<file path="src/rtl/lane_dly_train_ctrl.sv">
// Delay-line training initiator for a DDR4 lane: steps or sweeps a tap delay line,
// brackets every tap change with a clock pause, and probes reads to find a passing tap.
module lane_dly_train_ctrl #(
  parameter int TAP_W         = 8,
  parameter int SETTLE_CYCLES = 8,
  parameter int PRE_CYCLES    = 2,
  parameter int READ_WAIT     = 16
) (
  input  logic             FAB_CLK,
  input  logic             RESET,
  input  logic             START,
  input  logic             MODE,
  input  logic             SEL_IN,
  input  logic             DIR_IN,
  input  logic [TAP_W-1:0] NUM_TAPS,
  input  logic             RX_BURST_DETECT,
  input  logic             RX_DELAY_LINE_OUT_OF_RANGE,
  input  logic             TX_DELAY_LINE_OUT_OF_RANGE,
  output logic             DELAY_LINE_SEL,
  output logic             DELAY_LINE_LOAD,
  output logic             DELAY_LINE_DIRECTION,
  output logic             DELAY_LINE_MOVE,
  output logic             HS_IO_CLK_PAUSE,
  output logic             DDR_READ,
  output logic             BUSY,
  output logic             DONE,
  output logic             ERROR,
  output logic [1:0]       ERR_CODE,
  output logic [TAP_W-1:0] TAP_COUNT,
  output logic [TAP_W-1:0] PASS_TAP,
  output logic [2:0]       dbg_state
);

  // Request handshake: START is a one-cycle request accepted only in IDLE (BUSY=0);
  // BUSY rises on the following cycle and falls on the same edge DONE pulses.
  typedef enum logic [2:0] {
    S_IDLE, S_LOAD, S_PRE, S_MOVE, S_SETTLE, S_RD_ISSUE, S_RD_WAIT, S_FINISH
  } state_t;

  localparam int CNT_W = 16;
  localparam logic [CNT_W-1:0] PRE_LAST    = CNT_W'(PRE_CYCLES - 1);
  localparam logic [CNT_W-1:0] SETTLE_LAST = CNT_W'(SETTLE_CYCLES - 1);
  localparam logic [CNT_W-1:0] READ_LAST   = CNT_W'(READ_WAIT - 1);
  localparam logic [TAP_W-1:0] TAP_MAX     = '1;

  state_t             state;
  logic [CNT_W-1:0]   cnt;
  logic [TAP_W-1:0]   num_q;
  logic [TAP_W-1:0]   steps_left;
  logic               mode_q;
  logic               load_pend;
  logic               oor;

  // SEL/DIRECTION registers double as the latched request fields.
  assign oor       = DELAY_LINE_SEL ? TX_DELAY_LINE_OUT_OF_RANGE : RX_DELAY_LINE_OUT_OF_RANGE;
  assign dbg_state = state;

  always_ff @(posedge FAB_CLK or posedge RESET) begin
    if (RESET) begin
      state                <= S_IDLE;
      cnt                  <= '0;
      num_q                <= '0;
      steps_left           <= '0;
      mode_q               <= 1'b0;
      load_pend            <= 1'b0;
      DELAY_LINE_SEL       <= 1'b0;
      DELAY_LINE_LOAD      <= 1'b0;
      DELAY_LINE_DIRECTION <= 1'b0;
      DELAY_LINE_MOVE      <= 1'b0;
      HS_IO_CLK_PAUSE      <= 1'b0;
      DDR_READ             <= 1'b0;
      BUSY                 <= 1'b0;
      DONE                 <= 1'b0;
      ERROR                <= 1'b0;
      ERR_CODE             <= 2'b00;
      TAP_COUNT            <= '0;
      PASS_TAP             <= '0;
    end else begin
      DELAY_LINE_LOAD <= 1'b0;
      DELAY_LINE_MOVE <= 1'b0;
      DDR_READ        <= 1'b0;
      DONE            <= 1'b0;
      case (state)
        S_IDLE: begin
          if (START) begin
            DELAY_LINE_SEL       <= MODE ? 1'b0 : SEL_IN;
            DELAY_LINE_DIRECTION <= MODE ? 1'b1 : DIR_IN;
            num_q                <= NUM_TAPS;
            steps_left           <= NUM_TAPS;
            mode_q               <= MODE;
            load_pend            <= MODE;
            ERROR                <= 1'b0;
            ERR_CODE             <= 2'b00;
            BUSY                 <= 1'b1;
            cnt                  <= '0;
            if (!MODE && NUM_TAPS == '0) begin
              state <= S_FINISH;
            end else begin
              state           <= S_PRE;
              HS_IO_CLK_PAUSE <= 1'b1;
            end
          end
        end
        S_PRE: begin
          if (cnt == PRE_LAST) begin
            cnt <= '0;
            if (load_pend) begin
              state           <= S_LOAD;
              load_pend       <= 1'b0;
              DELAY_LINE_LOAD <= 1'b1;
            end else begin
              state           <= S_MOVE;
              DELAY_LINE_MOVE <= 1'b1;
            end
          end else begin
            cnt <= cnt + 1'b1;
          end
        end
        S_LOAD: begin
          TAP_COUNT <= '0;
          cnt       <= '0;
          state     <= S_SETTLE;
        end
        S_MOVE: begin
          if (DELAY_LINE_DIRECTION) begin
            if (TAP_COUNT != TAP_MAX) TAP_COUNT <= TAP_COUNT + 1'b1;
          end else begin
            if (TAP_COUNT != '0) TAP_COUNT <= TAP_COUNT - 1'b1;
          end
          if (steps_left != '0) steps_left <= steps_left - 1'b1;
          cnt   <= '0;
          state <= S_SETTLE;
        end
        S_SETTLE: begin
          if (cnt == SETTLE_LAST) begin
            cnt <= '0;
            if (oor) begin
              ERROR           <= 1'b1;
              ERR_CODE        <= 2'b01;
              HS_IO_CLK_PAUSE <= 1'b0;
              state           <= S_FINISH;
            end else if (mode_q) begin
              HS_IO_CLK_PAUSE <= 1'b0;
              DDR_READ        <= 1'b1;
              state           <= S_RD_ISSUE;
            end else if (steps_left == '0) begin
              HS_IO_CLK_PAUSE <= 1'b0;
              state           <= S_FINISH;
            end else begin
              state <= S_PRE;
            end
          end else begin
            cnt <= cnt + 1'b1;
          end
        end
        S_RD_ISSUE: begin
          cnt   <= '0;
          state <= S_RD_WAIT;
        end
        S_RD_WAIT: begin
          if (RX_BURST_DETECT) begin
            PASS_TAP <= TAP_COUNT;
            state    <= S_FINISH;
          end else if (cnt == READ_LAST) begin
            cnt <= '0;
            if (TAP_COUNT == num_q) begin
              ERROR    <= 1'b1;
              ERR_CODE <= 2'b10;
              state    <= S_FINISH;
            end else begin
              DELAY_LINE_DIRECTION <= 1'b1;
              HS_IO_CLK_PAUSE      <= 1'b1;
              state                <= S_PRE;
            end
          end else begin
            cnt <= cnt + 1'b1;
          end
        end
        S_FINISH: begin
          DONE                 <= 1'b1;
          BUSY                 <= 1'b0;
          HS_IO_CLK_PAUSE      <= 1'b0;
          DELAY_LINE_SEL       <= 1'b0;
          DELAY_LINE_DIRECTION <= 1'b0;
          state                <= S_IDLE;
        end
        default: state <= S_IDLE;
      endcase
    end
  end

endmodule

</file>
<file path="config.mk">
export PLATFORM = sky130hd
export DESIGN_NAME = lane_dly_train_ctrl
export DESIGN_NICKNAME = d
export VERILOG_FILES = /design/src/rtl/lane_dly_train_ctrl.sv
export SDC_FILE = /design/constraint.sdc
export NUM_CORES = 1
export LEC_CHECK = 0
export BUFFER_PORTS_ARGS = -buffer_cell sky130_fd_sc_hd__buf_2
export CORE_ASPECT_RATIO = 1.4
export CORE_MARGIN = 1.5
export CORE_UTILIZATION = 45
export DETAILED_ROUTE_END_ITERATION = 10
export PLACE_DENSITY = 0.67
export SLEW_MARGIN = 20
export SYNTH_ARGS = -nofsm -noshare
export SYNTH_HDL_FRONTEND = slang
export SYNTH_SLANG_ARGS = --single-unit
</file>
<file path="constraint.sdc">
create_clock -name FAB_CLK -period 2.2 [get_ports FAB_CLK]
set_clock_uncertainty 0.15 [all_clocks]
set_input_delay 0.44 -clock FAB_CLK [delete_from_list [all_inputs] [get_ports FAB_CLK]]
set_output_delay 0.44 -clock FAB_CLK [all_outputs]
set_load 0.1 [all_outputs]
</file>
==> key figures, run 1 <==
Run status
  – Status: complete, no violations

Final layout
  – Layout Cells excl Fill: 600
  – Layout overhead on the synthesized area: 32.2%
  – Multi-input logic area: 0.00203 sq mm
  – Layout Nets: 523
  – Core Util, Final: 61.3%
  – Design Area, Final: 0.00475 sq mm
  – N_diodes: 0
  – FF+latch area: 0.00162 sq mm
  – Layout cells sized above 1: 35.0%
  – Fillers: ~650

Setup path
  – WP depth: 6
  – R2R Setup Slk: 50 ps
  – Slowest stage cell, crit path: or4_4
  – Worst reg2reg path startpoint: steps_left[3]
  – Worst path required time: 2280 ps
  – CP Launch Type: flop
  – Worst stage delay on the critical path: 560 ps
  – Buf/Inv on CP: 0
  – CP arrival: 2230 ps
  – Crit path from: steps_left[3]
  – Delay-heaviest family, CP: simple AND/OR/NAND/NOR gates
  – Crit path kind: flop to flop
  – Reg-to-reg critical path endpoint: HS_IO_CLK_PAUSE
  – Worst r2r path cells: 6
  – CP max FO: 2
  – Crit end category: flop
  – CP Cell Sequence: or4_4, nor4_4, or3_4, a31oi_1, nor3b_2, mux2_1

GRT
  – GRT Util Overall: 23.7%
  – Vias in the first global route: 3269
  – Global-route wire length before repair: 15.5 mm
  – Initial antenna violation count: 0
  – Pin count of the biggest net entering global routing: 28
  – GRT overflow: 0

Synth
  – Number of synthesized register bits: 64
  – Post-synth EDFFs: 0
  – Top cells by instance count after synthesis: 66 x nand2_1, 64 x dfrtp_1, 29 x o21ai_0
  – Async SR Flop Fraction: 100%
  – Top post-synthesis cells by area: dfrtp_1 45%, nand2_1 6.9%, o21ai_0 4.0%
  – Mapped Cells: 392
  – Count leader, synth: nand2_1
  – Top cell type's share of synthesized area: 44.5%
  – Syn_area_per_cell: 9.17 sq um
  – Prevailing post-synth register cell: dfrtp_1
  – Mapped Area: 0.00360 sq mm
  – Leading area contributor after synthesis: dfrtp_1
  – Net count after synthesis: 420
  – Post-synthesis sequential area ratio: 44.5%
  – YS warnings: 0
  – Yosys cell types: 56

Job
  – Max-cap check violation count: 0

Timing
  – RSZ-0062 raised after global routing: yes
  – Max transition margin: 60.6%
  – Final Cycle Share: a little over nine tenths
  – Tmin final: 2150 ps
  – Slew Limit Fails: 0
  – Worst Tran Pin Value: a little under 600 ps
  – Final setup viols: 0
  – Slack of the critical path: slightly above 50 ps
  – WHS: 183 ps
  – Fmax: 0.465 GHz
  – Fin. Hold Viols: 0

Placed design
  – Area of placed instances: 0.00433 sq mm
  – Inst Count DP: approximately 580
  – IO buf count: between 40 and 50
  – Final RePlAce weighted congestion: 0.915
  – Detailed Place HPWL: slightly above 7 mm
  – Post-Place Setup Slack: 17.3 ps

Hold path
  – Worst hold path type: input port to flop
  – Hold Path Origin: NUM_TAPS[3]
  – Endpoint, Worst Hold: num_q[3]
  – Hold Path Stages: 3

Drt
  – Vias post-DR: 3303
  – DRT antenna net count: 0
  – Initial DRC Count: 153
  – Wire length per cell: 16.1 um
  – Vias per std cell: 5.51
  – DR pass1 iterations: 4
  – DRC: 0
  – Final wirelength: 9.64 mm

Power and ir drop
  – P_leak: ~2.3 nW
  – PwrDens: 1630 mW/mm^2
  – Peak supply drop: around 800 uV

Clock network
  – Cts bufs inserted: 9
  – TritonCTS clock tree: yes
  – Clk pin slew, worst setup/hold paths: 80 ps
  – Clock root buffer: clkbuf_8
  – Clock Path Buffers: 2
  – Clk_lat worst skew: 350 ps
  – Clock Sinks: 64
  – # H-tree levels: 3

Floorplanning
  – Number of I/O pins: 47
  – # rows: 38
  – Die width: 78.6 um
  – Starting density of the core: 46.4%
  – Die height: 109 um
  – Die area: 0.00854 sq mm
  – Core ar.: 0.00775 sq mm
[registers in the layout, summed over array words and instances, names as in the netlist, 2 cells and up]
| signal | count |
|---|---|
| TAP_COUNT | 8 |
| PASS_TAP | 8 |
| dbg_state | 3 |
| steps_left | 8 |
| num_q | 8 |
| ERR_CODE | 2 |
| cnt | 16 |
[through the flow]
| step | TNS [ps] | total power, mW |
|---|---|---|
| after floorplan | -1050 | 5.04 |
| after global placement | 0 | 6.10 |
| after detailed placement | 0 | 6.18 |
| after CTS | 0 | 7.46 |
| after global routing | -186 | 8.22 |
| final | 0 | 7.77 |
[worst max path at each step]
| stage | end | slack [ps] |
|---|---|---|
| 4_1_cts | cnt[11] | 0.5 |
| 3_3_place_gp | cnt[11] | 40 |
| 5_1_grt | HS_IO_CLK_PAUSE | -60 |
| 6_report | HS_IO_CLK_PAUSE | 50 |
| 2_1_floorplan | TAP_COUNT[6] | -110 |
| 3_5_place_dp | steps_left[0] | 20 |
[routing by layer]
metal  routed length [um]  global-route usage [%]
met5                    0                       0
met4                  311                    10.8
met3                  400                    5.02
met2                 4950                    41.4
met1                 3990                    27.5
[placed cells by master, fill, tap and decap left out, types with 3 or more instances in the layout]
| cell type | n |
|---|---|
| o21ai_2 | 3 |
| nor3_1 | 10 |
| buf_4 | 52 |
| a21oi_1 | 11 |
| o21ai_0 | 22 |
| bufinv_16 | 3 |
| clkbuf_8 | 10 |
| nand4_1 | 7 |
| inv_2 | 3 |
| xnor2_1 | 6 |
| o21a_1 | 3 |
| nand2_1 | 64 |
| mux2_2 | 9 |
| o21ai_1 | 9 |
| dfrtp_2 | 10 |
| nor2b_1 | 6 |
| a22oi_1 | 3 |
| o31ai_1 | 3 |
| nor4_2 | 3 |
| or3_1 | 3 |
| ha_1 | 9 |
| nor2_1 | 24 |
| a22o_1 | 7 |
| buf_2 | 46 |
| nor4_1 | 9 |
| inv_1 | 13 |
| nand3_1 | 18 |
| and3b_1 | 4 |
| o211ai_1 | 3 |
| and3_1 | 7 |
| dfrtp_1 | 52 |
| xor2_1 | 8 |
[logic make-up (layout without fill, tap and decap cells)]
family / Yosys count / after routing / synth area share (%)
fa+ha+maj: 11 / 11 / 4.04
mux: 12 / 12 / 3.69
xor+xnor: 14 / 14 / 3.41
simple gates: 178 / 179 / 25.4
buf+inv: 28 / 135 / 3.13
compound gates: 85 / 85 / 15.8
flops: 64 / 64 / 44.5
[power by group]
group          leakage (nW)  internal (mW)  switching (mW)
Sequential            0.819           1.57           0.415
Combinational          1.36           1.47            3.06
Clock                 0.124          0.784           0.468
Total                  2.30           3.82            3.94
[layout make-up]
class                   count  share of cell area (%)
clock inverters             5                    2.18
inverters                  18                    1.55
clock buffers              11                    2.97
repair buffers            101                    13.9
multi-input cells         301                    42.6
flip-flops and latches     64                    34.1
well taps                 100                    2.63
[tightest hold or removal path: stages]
cell     delay, ps
buf_2          100
nand2_1         50
nand2_1         60
[what timing repair did]
action                                 4_1_cts  5_1_grt
resized for setup                            0       32
setup endpoints to repair                    0       26
hold buffers                                 1        0
endpoints found under the hold margin       21        0
buffers inserted                             0        5
Power figures use the tool's default switching activity.
==> run 2: changes to the inputs <==
Settings changed: CORE_UTILIZATION 45 to 44, CTS_CLUSTER_SIZE set to 14, PLACE_DENSITY 0.67 to 0.66.
==> run 2 against run 1 <==
Against the previous run: sequential cell count unchanged; non-clock buffer count up 5; first-iteration DRC count up 23%; global-route usage down 0.17 points; largest power group unchanged; highest routed layer unchanged.
==> key figures, run 2 (same netlist as run 1, synthesis figures left out) <==
Job
  – Max-cap check violation count: 0 (unchanged)

Final layout
  – Number of flip-flops in the largest register: 16 (unchanged)
  – Design Area, Final: 0.00479 sq mm (+0.76%)
  – Biggest register: cnt
  – Fillers: 716 (+10%)
  – Layout overhead on the synthesized area: 33.2%
  – N_diodes: 0 (unchanged)
  – Layout cells sized above 1: 36.0% (+1.0 points)
  – Layout Nets: 528 (+0.96%)
  – FF+latch area: 0.00162 sq mm (unchanged)
  – Multi-input logic area: 0.00205 sq mm (+1.3%)
  – Layout Cells excl Fill: 605 (+0.83%)
  – Commonest non-fill, non-tap cell in the layout: nand2_1
  – Most frequent cells in the layout: 65 x nand2_1, 56 x buf_4, 52 x dfrtp_1, 46 x buf_2, 25 x nor2_1

Timing
  – Final setup viols: 0 (unchanged)
  – Fin. Hold Viols: 0 (unchanged)
  – Fmax: 0.465 GHz (about the same)
  – Tmin final: 2150 ps (+2.11 ps)
  – Sum Neg Setup Slack: 0 ps (unchanged)
  – Final Cycle Share: 97.8% (about the same)
  – Worst Tran Pin Value: 591 ps (+3.99 ps)
  – RSZ-0062 raised after global routing: yes
  – Slew Limit Fails: 0 (unchanged)
  – Slack of the critical path: 48.2 ps (-2.11 ps)
  – Max transition margin: 60.5% (about the same)

Drt
  – DRT antenna net count: 0 (unchanged)
  – Wire length per cell: 16.4 um (+2.2%)
  – DR pass1 iterations: 4 (unchanged)
  – DRC: 0 (unchanged)
  – Vias post-DR: 3375 (+2.2%)
  – Vias per std cell: 5.58 (+1.3%)
  – Initial DRC Count: 188 (+23%)
  – Final wirelength: 9.94 mm (+3.1%)

Setup path
  – Reg-to-reg critical path endpoint: TAP_COUNT[7]
  – R2R Setup Slk: 50 ps (about the same)
  – Worst path required time: 2290 ps (about the same)
  – CP Cell Sequence: buf_4, nor4_1, and3_1, o21ai_0, nand2_1, nor4_1, o21bai_1
  – Crit path kind: flop to flop
  – Buf/Inv on CP: 1 (+1)
  – Delay-heaviest family, CP: simple AND/OR/NAND/NOR gates
  – Worst stage delay on the critical path: 410 ps (-150 ps)
  – Most frequent CP cell: nor4_1
  – Slowest stage cell, crit path: dfrtp_2
  – Crit end category: flop
  – Worst r2r path cells: 7 (+1)
  – Worst reg2reg path startpoint: TAP_COUNT[0]
  – CP arrival: 2240 ps (about the same)
  – CP max FO: 16 (+14)
  – CP Launch Type: flop

Power and ir drop
  – Peak supply drop: 926 uV (+15%)
  – Overall power: 7.71 mW (-0.73%)
  – Pint: 3.72 mW (-2.8%)
  – Switch Pwr: 3.99 mW (+1.2%)
  – P_leak: 2.31 nW (+0.50%)
  – Seq pwr share: 25.6% (about the same)
  – Clock network power share: 14.0% (-2.1 points)
  – Combinational power share: 60.3% (+2.0 points)
  – Switch share: 51.8% (+1.0 points)
  – PwrDens: 1610 mW/mm^2 (-1.5%)

Floorplanning
  – Number of I/O pins: 47 (unchanged)
  – Core ar.: 0.00785 sq mm (+1.2%)
  – Die width: 79.4 um (+1.1%)
  – # rows: 38 (unchanged)
  – Die height: 110 um (+1.1%)
  – Starting density of the core: 45.8% (-0.56 points)
  – Die area: 0.00873 sq mm (+2.2%)

Hold path
  – Hold Path Stages: 3 (unchanged)
  – Endpoint, Worst Hold: num_q[7]
  – Worst hold path type: input port to flop
  – Hold Path Origin: NUM_TAPS[7]

Placed design
  – Final RePlAce weighted congestion: 0.883 (-3.5%)
  – Post-Place Setup Slack: 15.3 ps (-1.94 ps)
  – Inst Count DP: 577 (unchanged)
  – Detailed Place HPWL: 7.00 mm (-0.94%)
  – IO buf count: 46 (unchanged)
  – Area of placed instances: 0.00433 sq mm (unchanged)

GRT
  – Initial antenna violation count: 0 (unchanged)
  – GRT Util Overall: 23.5% (-0.17 points)
  – Pin count of the biggest net entering global routing: 27 (-3.6%)
  – Global-route wire length before repair: 15.5 mm (-0.44%)
  – Vias in the first global route: 3305 (+1.1%)
  – GRT overflow: 0 (unchanged)

Run status
  – Status: complete, no violations

Clock network
  – Clk pin slew, worst setup/hold paths: 80 ps (about the same)
  – Clock Sinks: 64 (unchanged)
  – Clk_lat worst skew: 360 ps (about the same)
  – # H-tree levels: 3 (unchanged)
  – Clock root buffer: clkbuf_8
  – TritonCTS clock tree: yes
  – Cts bufs inserted: 9 (unchanged)
  – Clock Path Buffers: 2 (unchanged)
==> run 2: changes by cell type in the layout (fill, tap and decap cells not counted), sizes merged <==
cell | previous run | this run
buf | 100 | 105
clkbuf | 11 | 13
bufinv | 3 | 1
==> run 2: how the worst max path moves through the flow <==
| stage | start | endpoint | cells past startpoint |
|---|---|---|---|
| final | TAP_COUNT[0] | TAP_COUNT[7] | 7 |
| after global routing | TAP_COUNT[0] | TAP_COUNT[7] | 7 |
| after CTS | cnt[4] | cnt[11] | 6 |
| after detailed placement | steps_left[3] | HS_IO_CLK_PAUSE | 6 |
| after global placement | steps_left[3] | HS_IO_CLK_PAUSE | 6 |
| after floorplan | TAP_COUNT[0] | TAP_COUNT[6] | 8 |
==> run 2: cell type report <==
type	instances	area share, %
Tap cell	100	2.61
Multi-Input combinational cell	301	42.9
Clock inverter	3	0.836
Inverter	18	1.65
Sequential cell	64	33.8
Timing Repair Buffer	106	14.7
Clock buffer	13	3.53
==> run 2: power by group through the flow <==
stage	registers (mW)	clock network [mW]	logic, mW
floorplan	3.23	0	1.81
global placement	1.96	0	4.16
detailed placement	1.98	0	4.22
CTS	1.96	1.10	4.23
global route	2.03	1.16	5.00
finish	1.98	1.08	4.65
==> run 2: routing by layer <==
layer	routed length (um)	GRT usage, %	share of wire, %
met5	0	0	0
met4	259	10.9	2.6
met3	385	4.23	3.9
met2	5290	41.6	53
met1	4010	27.3	40
==> run 2: worst reg2reg max path, delay by kind of cell, from the launching register on <==
| family | cells | cell delay [ps] |
|---|---|---|
| buf+inv | 1 | 170 |
| simple gates | 4 | 1070 |
| compound gates | 2 | 240 |
| flops | 1 | 410 |
==> run 2: repair_timing <==
| action | CTS | global route |
|---|---|---|
| setup buffers | 0 | 10 |
| endpoints found under the hold margin | 10 | 0 |
| endpoints found under the setup margin | 0 | 23 |
| hold buffers | 1 | 0 |
| resized for setup | 0 | 35 |
==> run 2: per-stage QoR <==
stage / util, % / hold WS, ps
after floorplan: - / 307
after CTS: 57.9 / 167
final: 61.1 / 169
after global placement: 55.1 / 309
after detailed placement: 55.1 / 336
after global routing: 61.1 / 182
==> run 3: changes to the inputs <==
Settings changed: CORE_UTILIZATION 44 to 52, PLACE_DENSITY 0.66 to 0.76.
==> run 3 against run 2 <==
Against the previous run: the flow now finishes with violations (negative setup slack); count of clock-buffer cells in the layout fell by 2; largest cell class unchanged; power rose by 0.41%; fmax fell by 3.0%; via count rose by 0.15%; sequential cell count did not move.
==> key figures, run 3 (same netlist as run 1, synthesis figures left out) <==
Run status
  – Status: finished, violations left
  – Violated checks: negative setup slack

Job
  – Max-cap check violation count: 0 (unchanged)

Drt
  – Wire length per cell: 15.8 um (-3.8%)
  – Initial DRC Count: 258 (+37%)
  – Vias post-DR: 3380 (+0.15%)
  – DR pass1 iterations: 5 (+1)
  – Wire length on met2: 4.82 mm (-8.8%)
  – Final wirelength: 9.25 mm (-7.0%)
  – WL met3: 471 um (+22%)
  – Vias per std cell: 5.78 (+3.6%)
  – Highest metal used: met4
  – M1 wire length: 3.75 mm (-6.5%)
  – DRT antenna net count: 0 (unchanged)
  – DRC: 0 (unchanged)

Setup path
  – Crit path kind: flop to flop
  – Slowest stage cell, crit path: dfrtp_1
  – Worst path required time: 2270 ps (-20 ps)
  – CP Launch Type: flop
  – CP max FO: 5 (-11)
  – CP Cell Sequence: nor4_4, nand4_1, a22oi_2, nor3b_2, mux2_4
  – Crit end category: flop
  – CP arrival: 2290 ps (+50 ps)
  – Worst stage delay on the critical path: 410 ps (about the same)

Clock network
  – TritonCTS clock tree: yes
  – Cts bufs inserted: 9 (unchanged)
  – # H-tree levels: 3 (unchanged)
  – Clock Sinks: 64 (unchanged)
  – Clock root buffer: clkbuf_8
  – Clk pin slew, worst setup/hold paths: 70 ps (about the same)
  – Clock Path Buffers: 2 (unchanged)
  – Hold buffer count at cts: 0 (-1)
  – Clk_lat worst skew: 340 ps (-20 ps)

Power and ir drop
  – Overall power: 7.74 mW (+0.41%)
  – Switch share: 50.6% (-1.2 points)
  – Clock network power share: 16.6% (+2.6 points)
  – Pint: 3.83 mW (+2.9%)
  – Switch Pwr: 3.92 mW (-1.9%)
  – Seq pwr share: 25.7% (about the same)
  – Combinational power share: 57.8% (-2.5 points)
  – PwrDens: 1660 mW/mm^2 (+2.9%)
  – Peak supply drop: 1020 uV (+11%)
  – P_leak: 2.27 nW (-1.9%)

Final layout
  – Layout Nets: 516 (-2.3%)
  – Biggest register: cnt
  – Most frequent cells in the layout: 63 x nand2_1, 52 x dfrtp_1, 46 x buf_2, 46 x buf_4, 24 x nor2_1
  – Commonest non-fill, non-tap cell in the layout: nand2_1
  – Number of flip-flops in the largest register: 16 (unchanged)
  – Layout cells sized above 1: 33.7% (-2.4 points)
  – Layout Cells excl Fill: 585 (-3.3%)
  – N_diodes: 0 (unchanged)
  – Layout overhead on the synthesized area: 30.1%

Floorplanning
  – Core ar.: 0.00666 sq mm (-15%)
  – Die height: 101 um (-7.8%)
  – Die width: 73.3 um (-7.7%)
  – Number of I/O pins: 47 (unchanged)
  – Starting density of the core: 54.0% (+8.2 points)
  – # rows: 35 (-7.9%)
  – Die area: 0.00743 sq mm (-15%)

Placed design
  – Post-Place Setup Slack: 8.99 ps (-6.35 ps)
  – IO buf count: 46 (unchanged)
  – Final RePlAce weighted congestion: 0.957 (+8.4%)
  – Inst Count DP: 562 (-2.6%)
  – Detailed Place HPWL: 6.79 mm (-3.0%)

Timing
  – RSZ-0062 raised after global routing: yes
  – Slew Limit Fails: 0 (unchanged)
  – Final setup viols: 3 (+3)
  – Tmin final: 2220 ps (+67.4 ps)
  – Slack of the critical path: -19.2 ps (-67.4 ps)
  – Sum Neg Setup Slack: -27.6 ps (-27.6 ps)
  – Max transition margin: 50.4% (-10 points)
  – WHS: 70.3 ps (-98.7 ps)
  – Worst Tran Pin Value: 743 ps (+152 ps)
  – Final Cycle Share: 101% (+3.1 points)
  – Fmax: 0.451 GHz (-3.0%)
  – Fin. Hold Viols: 0 (unchanged)

GRT
  – Global-route wire length before repair: 15.4 mm (-0.31%)
  – GRT overflow: 0 (unchanged)
  – Pin count of the biggest net entering global routing: 33 (+22%)
  – Initial antenna violation count: 0 (unchanged)
  – Vias in the first global route: 3317 (+0.36%)
  – GRT Util Overall: 26.9% (+3.5 points)

Hold path
  – Worst hold path type: input port to async pin
-- run 3: changes by cell type in the layout (fill, tap and decap cells not counted), moves of 2 or more --
| cell | previous run | this run |
|---|---|---|
| nand2_2 | 1 | 3 |
| ha_1 | 6 | 9 |
| bufinv_16 | 1 | 3 |
| o21ai_1 | 4 | 8 |
| o21ai_0 | 24 | 21 |
| buf_4 | 56 | 46 |
| nor4_2 | 3 | 1 |
| ha_4 | 3 | 1 |
| nand2_1 | 65 | 63 |
-- run 3: cell type report --
type                       count  area (sq um)
clock inverter                 5           103
fill                         532          1980
timing repair buffer          94           607
multi-input combinational    301          2010
sequential                    64          1620
inverter                      18          73.8
tap                           92           115
clock buffer                  11           151
-- run 3: per-stage QoR --
step / util, % / instance area [sq um]
2_1_floorplan: - / 3630
3_3_place_gp: 64.0 / 4260
3_5_place_dp: 64.0 / 4260
4_1_cts: 68.1 / 4530
5_1_grt: 70.3 / 4680
6_report: 70.3 / 4680
-- run 3: critical path: cells and delay by family (launching register included) --
| family | cells | cell delay, ps |
|---|---|---|
| flip-flops | 1 | 410 |
| AND/OR/NAND/NOR | 3 | 860 |
| multiplexers | 1 | 320 |
| AO/OA/AOI/OAI | 1 | 370 |
-- run 3: worst paths after layout --
path / startpoint / end / slack [ps] / depth (start not counted)
hold reg to reg: PASS_TAP[0] / PASS_TAP[0] / 330 / 2
setup reg to reg: cnt[15] / HS_IO_CLK_PAUSE / -20 / 5
hold / removal: RESET / TAP_COUNT[2] / 70 / 2
setup / recovery: cnt[15] / HS_IO_CLK_PAUSE / -20 / 5
min in group FAB_CLK: NUM_TAPS[4] / num_q[4] / 190 / 3
max in group asynchronous: RESET / num_q[7] / 1240 / 3
-- run 3: power groups by stage --
stage,Combinational [mW],Clock [mW],Sequential (mW)
floorplan,1.81,0,3.23
finish,4.47,1.28,1.99
global route,4.82,1.36,2.04
global placement,4.05,0,1.97
CTS,4.17,1.29,1.97
detailed placement,4.14,0,1.98
-- run 3: repair_timing --
action,4_1_cts,5_1_grt
buffers inserted,0,7
cloned,0,1
resized for setup,2,27
pin swaps,0,18
endpoints found under the setup margin,2,34
-- run 3: per-layer routing --
layer,vias up,track usage [%]
li1,1609,-
met1,1619,33.4
met2,133,44.2
met3,19,5.87
met4,0,12.9
met5,-,0
